[src/rtl/sdram_cmd_pkg.sv]
// sdram_cmd_pkg: SDRAM command encodings {CSn,RASn,CASn,WEn} and the refresh executor state set
package sdram_cmd_pkg;
  localparam logic [3:0] CMD_NOP          = 4'b0111;
  localparam logic [3:0] CMD_PRECHARGE    = 4'b0010;
  localparam logic [3:0] CMD_AUTO_REFRESH = 4'b0001;
  localparam logic [3:0] CMD_ACTIVE       = 4'b0011;
  localparam logic [3:0] CMD_READ         = 4'b0101;
  localparam logic [3:0] CMD_WRITE        = 4'b0100;
  localparam logic [3:0] CMD_MRS          = 4'b0000;
  typedef enum logic [2:0] {
    ST_IDLE     = 3'd0,
    ST_REQ      = 3'd1,
    ST_PRE      = 3'd2,
    ST_WAIT_RP  = 3'd3,
    ST_REF      = 3'd4,
    ST_WAIT_RFC = 3'd5,
    ST_RELEASE  = 3'd6
  } refresh_state_e;
endpackage

[src/rtl/sdram_wait_counter.sv]
// sdram_wait_counter: loadable down-counter that parks at zero and flags it
module sdram_wait_counter #(
  parameter int W = 3
) (
  input  logic         clk,
  input  logic         rst,
  input  logic         load_i,
  input  logic [W-1:0] load_val_i,
  output logic         zero_o
);
  logic [W-1:0] cnt_q, cnt_d;
  always_comb cnt_d = load_i ? load_val_i : (cnt_q != '0 ? cnt_q - W'(1) : cnt_q);
  always_ff @(posedge clk) cnt_q <= rst ? '0 : cnt_d;
  assign zero_o = cnt_q == '0;
endmodule

[src/rtl/sdram_refresh_executor.sv]
// sdram_refresh_executor: queues refresh requests and runs PRECHARGE ALL / AUTO REFRESH bursts on the shared command bus
module sdram_refresh_executor
  import sdram_cmd_pkg::*;
#(
  parameter int T_RP_CYCLES   = 2,
  parameter int T_RFC_CYCLES  = 7,
  parameter int MAX_PENDING   = 8,
  parameter int URGENT_THRESH = 6
) (
  input  logic                               HCLK,
  input  logic                               HRESET,
  input  logic                               init_done_i,
  input  logic                               refresh_req_i,
  input  logic                               bus_gnt_i,
  output logic                               sdram_ready_o,
  output logic                               bus_req_o,
  output logic                               urgent_o,
  output logic [3:0]                         cmd_o,
  output logic                               a10_o,
  output logic                               refresh_done_o,
  output logic [$clog2(MAX_PENDING+1)-1:0]   pending_cnt_o,
  output logic                               overflow_o
);
  localparam int PW = $clog2(MAX_PENDING + 1);
  localparam int WW = $clog2((T_RFC_CYCLES > T_RP_CYCLES ? T_RFC_CYCLES : T_RP_CYCLES) + 1);
  // Loads are two below the spacing: one cycle is the command itself, one is the zero-detect cycle
  localparam logic [WW-1:0] RP_LOAD  = WW'(T_RP_CYCLES >= 2 ? T_RP_CYCLES - 2 : 0);
  localparam logic [WW-1:0] RFC_LOAD = WW'(T_RFC_CYCLES - 2);
  refresh_state_e state_q, state_d;
  logic [PW-1:0] pend_q, pend_d;
  logic ovf_q, ovf_d, full, accept, wait_load, wait_zero;
  logic [WW-1:0] wait_val;
  always_comb begin
    full      = pend_q == PW'(MAX_PENDING);
    accept    = refresh_req_i && init_done_i && !full;
    pend_d    = pend_q + PW'(accept) - PW'(state_q == ST_REF);
    ovf_d     = ovf_q || (refresh_req_i && init_done_i && full);
    wait_load = state_q == ST_PRE || state_q == ST_REF;
    wait_val  = state_q == ST_PRE ? RP_LOAD : RFC_LOAD;
    state_d   = state_q;
    case (state_q)
      ST_IDLE:     state_d = pend_q != '0 ? ST_REQ : ST_IDLE;
      ST_REQ:      state_d = bus_gnt_i ? ST_PRE : ST_REQ;
      ST_PRE:      state_d = T_RP_CYCLES > 1 ? ST_WAIT_RP : ST_REF;
      ST_WAIT_RP:  state_d = wait_zero ? ST_REF : ST_WAIT_RP;
      ST_REF:      state_d = ST_WAIT_RFC;
      ST_WAIT_RFC: state_d = !wait_zero ? ST_WAIT_RFC : (pend_q != '0 ? ST_REF : ST_RELEASE);
      ST_RELEASE:  state_d = ST_IDLE;
      default:     state_d = ST_IDLE;
    endcase
  end
  always_ff @(posedge HCLK) begin
    if (HRESET) begin
      state_q <= ST_IDLE;
      pend_q  <= '0;
      ovf_q   <= 1'b0;
    end else begin
      state_q <= state_d;
      pend_q  <= pend_d;
      ovf_q   <= ovf_d;
    end
  end
  sdram_wait_counter #(.W(WW)) u_wait (
    .clk        (HCLK),
    .rst        (HRESET),
    .load_i     (wait_load),
    .load_val_i (wait_val),
    .zero_o     (wait_zero)
  );
  assign sdram_ready_o  = init_done_i && !full;
  assign urgent_o       = pend_q >= PW'(URGENT_THRESH);
  assign bus_req_o      = state_q != ST_IDLE && state_q != ST_RELEASE;
  assign cmd_o          = state_q == ST_PRE ? CMD_PRECHARGE : (state_q == ST_REF ? CMD_AUTO_REFRESH : CMD_NOP);
  assign a10_o          = state_q == ST_PRE;
  assign refresh_done_o = state_q == ST_RELEASE;
  assign pending_cnt_o  = pend_q;
  assign overflow_o     = ovf_q;
endmodule

[config.mk]
export PLATFORM = sky130hd
export DESIGN_NAME = sdram_refresh_executor
export DESIGN_NICKNAME = d
export VERILOG_FILES = /design/src/rtl/sdram_cmd_pkg.sv /design/src/rtl/sdram_wait_counter.sv /design/src/rtl/sdram_refresh_executor.sv
export SDC_FILE = /design/constraint.sdc
export NUM_CORES = 1
export LEC_CHECK = 0
export ABC_CLOCK_PERIOD_IN_PS = 2450
export BUFFER_PORTS_ARGS = -buffer_cell sky130_fd_sc_hd__buf_2
export CAP_MARGIN = 30
export CORE_MARGIN = 1
export CORE_UTILIZATION = 50
export CTS_CLUSTER_SIZE = 20
export DETAILED_ROUTE_END_ITERATION = 8
export HOLD_SLACK_MARGIN = 0.15
export PLACE_DENSITY = 0.76
export SETUP_SLACK_MARGIN = 0.02
export SKIP_CTS_REPAIR_TIMING = 1
export SLEW_MARGIN = 5
export SYNTH_ARGS = -nofsm -noshare
export SYNTH_HDL_FRONTEND = slang
export SYNTH_SLANG_ARGS = --single-unit
[constraint.sdc]
create_clock -name HCLK -period 2.45 [get_ports HCLK]
set_input_delay 0.245 -clock HCLK [delete_from_list [all_inputs] [get_ports HCLK]]
set_output_delay 0.245 -clock HCLK [all_outputs]
set_load 0.1 [all_outputs]
==> results of run 1 <==
## metrics by stage
| step | setup slack (ns) | instance area, sq um | util | power [mW] | TNS (ns) |
|---|---|---|---|---|---|
| 3_3_place_gp | 0.458 | 815 | 0.618 | 1.00 | 0 |
| 5_1_grt | 0.284 | 841 | 0.638 | 1.22 | 0 |
| 6_report | 0.400 | 841 | 0.638 | 1.14 | 0 |
| 2_1_floorplan | -0.0655 | 727 | - | 0.921 | -0.131 |
| 4_1_cts | 0.390 | 841 | 0.638 | 1.15 | 0 |
| 3_5_place_dp | 0.405 | 815 | 0.618 | 1.02 | 0 |
## layout by cell type (no fill, tap or decap)
master and count:
buf_2 17, nor2_1 12, inv_1 11, ha_1 9, a21oi_1 7, dfxtp_1 7
nand2_1 5, dfxtp_2 4, clkbuf_4 3, nand3_1 2, nand2b_4 2, nand3b_1 2
and3b_1 2, xnor2_1 2, nor2_2 1, a21o_2 1, and2_1 1, nor3b_2 1
and2b_2 1, a22oi_1 1, and2b_1 1, a31oi_1 1, xor2_1 1, nor2b_1 1
o21ai_0 1, mux2_2 1, a21o_1 1, a41oi_1 1, o32a_1 1, fa_1 1
conb_1 1, clkbuf_1 1
## per-layer routing
layer	track usage	part of all wire	vias up
li1	-	-	313
met1	0.204	0.44	276
met2	0.344	0.49	13
met3	0.0852	0.043	5
met4	0.155	0.029	0
met5	0	0	-
## worst register-to-register path: stages, from the launching register on
cell	delay, ns
dfxtp_1	0.47
nand2b_4	0.11
nor2_1	0.23
ha_1	0.28
inv_1	0.06
ha_1	0.15
inv_1	0.06
fa_1	0.38
xor2_1	0.15
nor2_1	0.05
## worst paths after layout
kind / slack, ns / from / cells past startpoint / endpoint
worst max-delay path: 0.40 / state_q[2] / 9 / pending_cnt_o[2]
worst min-delay path: 0.26 / refresh_req_i / 3 / overflow_o
worst max register to register: 0.40 / state_q[2] / 9 / pending_cnt_o[2]
worst min register to register: 0.50 / overflow_o / 2 / overflow_o
## flip-flops by register name, indices dropped and copies added, names as in the netlist
| register | count |
|---|---|
| u_wait.cnt_q | 3 |
| pending_cnt_o | 4 |
| state_q | 3 |
| overflow_o | 1 |
## cells by family after synthesis
logic type,count (synthesis),share of synthesized area
buffers and inverters,14,0.0806
adder cells (fa/ha/maj),10,0.186
AO/OA/AOI/OAI,14,0.124
AND/OR/NAND/NOR,31,0.243
other,1,0.00525
multiplexers,1,0.0158
XOR/XNOR,3,0.0368
flip-flops,11,0.308
## cell type report
type	count	area [sq um]	area share
Sequential cell	11	225	0.268
Tap cell	15	18.8	0.0223
Timing Repair Buffer	17	85.1	0.101
Inverter	11	41.3	0.0491
Clock buffer	4	26.3	0.0313
Multi-Input combinational cell	60	444	0.528
## power groups by stage
stage	logic (mW)	registers, mW	clock network [mW]
final	0.722	0.288	0.128
after global routing	0.782	0.296	0.144
after CTS	0.727	0.288	0.135
after detailed placement	0.723	0.293	0
after global placement	0.713	0.291	0
after floorplan	0.546	0.374	0
==> impl_metrics.ini, run 1 <==
[power]
sw_frac_of_total = 0.567
p_per_area_mw_per_mm2 = 1350
pwr-share-clk = 0.113
p_switching_mw = 0.645
p_leak_nw = 0.394
ir_worst_vdd_mv = 0.653
seqPwrFrac = 0.253
internal_power_mw = 0.493
power_frac_comb = 0.634

[clocking]
clock_tree.buffer_depth = 2
cts_buffers = 3
cts_tree = done
path_clk_slew_ns = 0.07
clk_latency_ns = 0.28
cts_max_level = 1
ctsRootBufferMaster = clkbuf_4
cts.sinks = 11

[setup_path]
path_cells = nand2b_4, nor2_1, ha_1, inv_1, ha_1, inv_1, fa_1, xor2_1, nor2_1
critPathLaunchType = register
cp_slowest_cell = dfxtp_1
cpPeakStageDelay_ns = 0.47
cp.required_ns = 2.61
crit_buf_inv = 2
crit_family = adder cells
endpoint_kind = register
cp.arrival_ns = 2.21
critPathKind = register to register
path_max_fanout = 7

[synthesis]
ys_seq_elements = 11
synthesis.area_sq_um = 714
synthCells = 85
synth_top_cell_by_area = dfxtp_1
synth_ff_type = dfxtp_1
synthArstFlopShare = 0
synth_cell_types = 30
yosysSeqAreaShare = 0.308
synth_warnings = 0
synthTopCellsByCount = nor2_1 (13), dfxtp_1 (11), inv_1 (11)
netlist.area_leader.share = 0.308
synth_nets = 100
synth_most_common_cell = nor2_1
avgSynthCellArea_sq_um = 8.41
ys_top_cells_by_area = dfxtp_1 (31%), ha_1 (16%), nor2_1 (6.8%)
synth-edff-count = 0

[die]
die_area_sq_mm = 0.00158
ios = 19
core-area_sq_mm = 0.00132
rows = 13
die_h_um = 39.8
die_w_um = 39.8
floorplan.initialDensity = 0.542

[routing]
drc = 0
routed_wl_um = 1330
via_per_inst = 5.14
antenna_left = 0
vias = 607
drt_iter0_drc = 7
wire_per_inst_um = 11.3
first_pass_iters = 4

[placed_design]
io_buffers = 17
dp_cells = 114
routabilityCongestion = 0.645
dp_hpwl_um = 1030

[sta]
setup_viol = 0
fmax_ghz = 0.488
min_period_over_period = 0.837
worst_hold_slack_ns = 0.256
hold_viol = 0
drv_slew = 0
rsz0062_at_grt = false
fin_skew_ns = 0.00373
period_minus_slack_ns = 2.05

[cells_and_area]
instances_no_fill = 118
diodes = 0
nets = 119
syn_to_final_growth_pct = 17.7
drive_gt1_frac = 0.301
fillers = 124

[grt]
grt_start_max_net_pins = 12
grt_usage = 0.208
grt_antenna_before_repair = 0
grt_pass1_vias = 497
grt_pass1_wl_um = 1980
grt.overflow.total = 0

[worst_hold_path]
hold_class = input port to register

[job]
maxCapViolCount = 0

[run_status]
status = finished clean
(Power assumes the default switching activity.)
==> run 2: changes to the inputs <==
--- a/config.mk
+++ b/config.mk
@@ -5,7 +5,7 @@
 export SDC_FILE = /design/constraint.sdc
 export NUM_CORES = 1
 export LEC_CHECK = 0
-export ABC_CLOCK_PERIOD_IN_PS = 2450
+export ABC_CLOCK_PERIOD_IN_PS = 1900
 export BUFFER_PORTS_ARGS = -buffer_cell sky130_fd_sc_hd__buf_2
 export CAP_MARGIN = 30
 export CORE_MARGIN = 1
==> constraint.sdc (replaced) <==
create_clock -name HCLK -period 1.9 [get_ports HCLK]
set_input_delay 0.19 -clock HCLK [delete_from_list [all_inputs] [get_ports HCLK]]
set_output_delay 0.19 -clock HCLK [all_outputs]
set_load 0.1 [all_outputs]
==> impl_metrics.ini, run 2 (synthesized netlist as in run 1, its figures left out) <==
[die]
ios = 19
die_w_um = 39.8
die_h_um = 39.8
die_area_sq_mm = 0.00158
floorplan.initialDensity = 0.542
rows = 13
core-area_sq_mm = 0.00132

[grt]
grt_antenna_before_repair = 0
grt_pass1_wl_um = 2220
grt_usage = 0.222
grt_start_max_net_pins = 12
grt_pass1_vias = 565
grt.overflow.total = 0

[worst_hold_path]
holdPathStages = 2
hold_class = input port to register
hp-start = HRESET
min_to = pending_cnt_o[1]

[placed_design]
dp_cells = 120
routabilityCongestion = 0.658
dp_hpwl_um = 1160
io_buffers = 17

[power]
ir_worst_vdd_mv = 0.894
power_frac_comb = 0.680
sw_frac_of_total = 0.558
p_leak_nw = 0.436
p_per_area_mw_per_mm2 = 1620
p_switching_mw = 0.881
pwr-share-clk = 0.097
seqPwrFrac = 0.223
internal_power_mw = 0.696

[routing]
wire_per_inst_um = 11.5
drt_iter0_drc = 3
vias = 639
antenna_left = 0
via_per_inst = 5.15
first_pass_iters = 2
routed_wl_um = 1430
drc = 0

[setup_path]
r2r_end = pending_cnt_o[1]
worst_path_most_repeated_cell = ha_4
cp_slowest_cell = fa_2
cp.arrival_ns = 1.95
reg2reg_slack_ns = 0.10
path_cells = inv_4, ha_4, nand2_4, nand3_4, ha_4, inv_2, ha_4, inv_2, fa_2, nor2_1
crit_buf_inv = 3
rr_worst_depth = 10
crit_family = adder cells
critPathKind = register to register
cpPeakStageDelay_ns = 0.51
r2r_start = pending_cnt_o[2]
cp.required_ns = 2.05
endpoint_kind = register
critPathLaunchType = register
path_max_fanout = 3

[cells_and_area]
largest_reg_flops = 4
mostFrequentLayoutCell = buf_2
syn_to_final_growth_pct = 36.6
drive_gt1_frac = 0.440
instances_no_fill = 124
diodes = 0
nets = 125
mostFrequentLayoutCells = buf_2 (17), nor2_1 (11), inv_1 (8)
final_util = 0.741

[clocking]
clock_tree.buffer_depth = 2
cts_tree = done
cts_buffers = 3
ctsRootBufferMaster = clkbuf_4
cts_max_level = 1
path_clk_slew_ns = 0.07
cts.sinks = 11
clk_latency_ns = 0.26

[sta]
min_period_over_period = 0.946
fmax_ghz = 0.556
hold_viol = 0
setup_viol = 0
drv_slew = 0
period_minus_slack_ns = 1.80
fin_skew_ns = 0.00203
rsz0062_at_grt = false

[run_status]
status = finished clean

[job]
maxCapViolCount = 0
[run 2: worst max path at each step]
stage	startpoint	end	slack (ns)	depth (start not counted)
2_1_floorplan	state_q[2]	u_wait.cnt_q[0]	-0.14	5
4_1_cts	pending_cnt_o[2]	pending_cnt_o[1]	0.06	10
5_1_grt	pending_cnt_o[2]	pending_cnt_o[3]	0.03	11
6_report	pending_cnt_o[2]	pending_cnt_o[1]	0.10	10
3_5_place_dp	pending_cnt_o[2]	pending_cnt_o[1]	0.08	10
3_3_place_gp	pending_cnt_o[2]	pending_cnt_o[1]	0.10	10
[run 2: power by group through the flow]
stage	logic (mW)	clock network [mW]	registers, mW
2_1_floorplan	0.745	0	0.494
3_3_place_gp	1.04	0	0.355
3_5_place_dp	1.06	0	0.356
4_1_cts	1.06	0.159	0.351
5_1_grt	1.16	0.175	0.363
6_report	1.07	0.153	0.353
[run 2: layer usage]
| metal | GRT usage | part of all wire |
|---|---|---|
| met1 | 0.227 | 0.42 |
| met5 | 0 | 0 |
| met3 | 0.0568 | 0.040 |
| met4 | 0.164 | 0.028 |
| met2 | 0.381 | 0.52 |
[run 2: worst register-to-register path, cell delays in order (launching register included)]
cell and delay (ns):
dfxtp_4 0.37, inv_4 0.05, ha_4 0.16, nand2_4 0.06
nand3_4 0.07, ha_4 0.22, inv_2 0.06, ha_4 0.12
inv_2 0.03, fa_2 0.51, nor2_1 0.04
[run 2: cell type report]
class | count | area [sq um]
multi-input cells | 60 | 522
fillers | 108 | 342
flip-flops and latches | 11 | 235
repair buffers | 23 | 130
inverters | 11 | 43.8
clock buffers | 4 | 26.3
well taps | 15 | 18.8
[run 2: per-stage QoR]
stage	instance area (sq um)	power, mW	setup slack [ns]	hold WS [ns]	setup TNS, ns
floorplan	802	1.24	-0.144	0.380	-0.422
global placement	935	1.40	0.101	0.467	0
detailed placement	935	1.42	0.0808	0.472	0
CTS	961	1.57	0.0612	0.220	0
global route	976	1.69	0.0267	0.235	0
finish	976	1.58	0.103	0.235	0
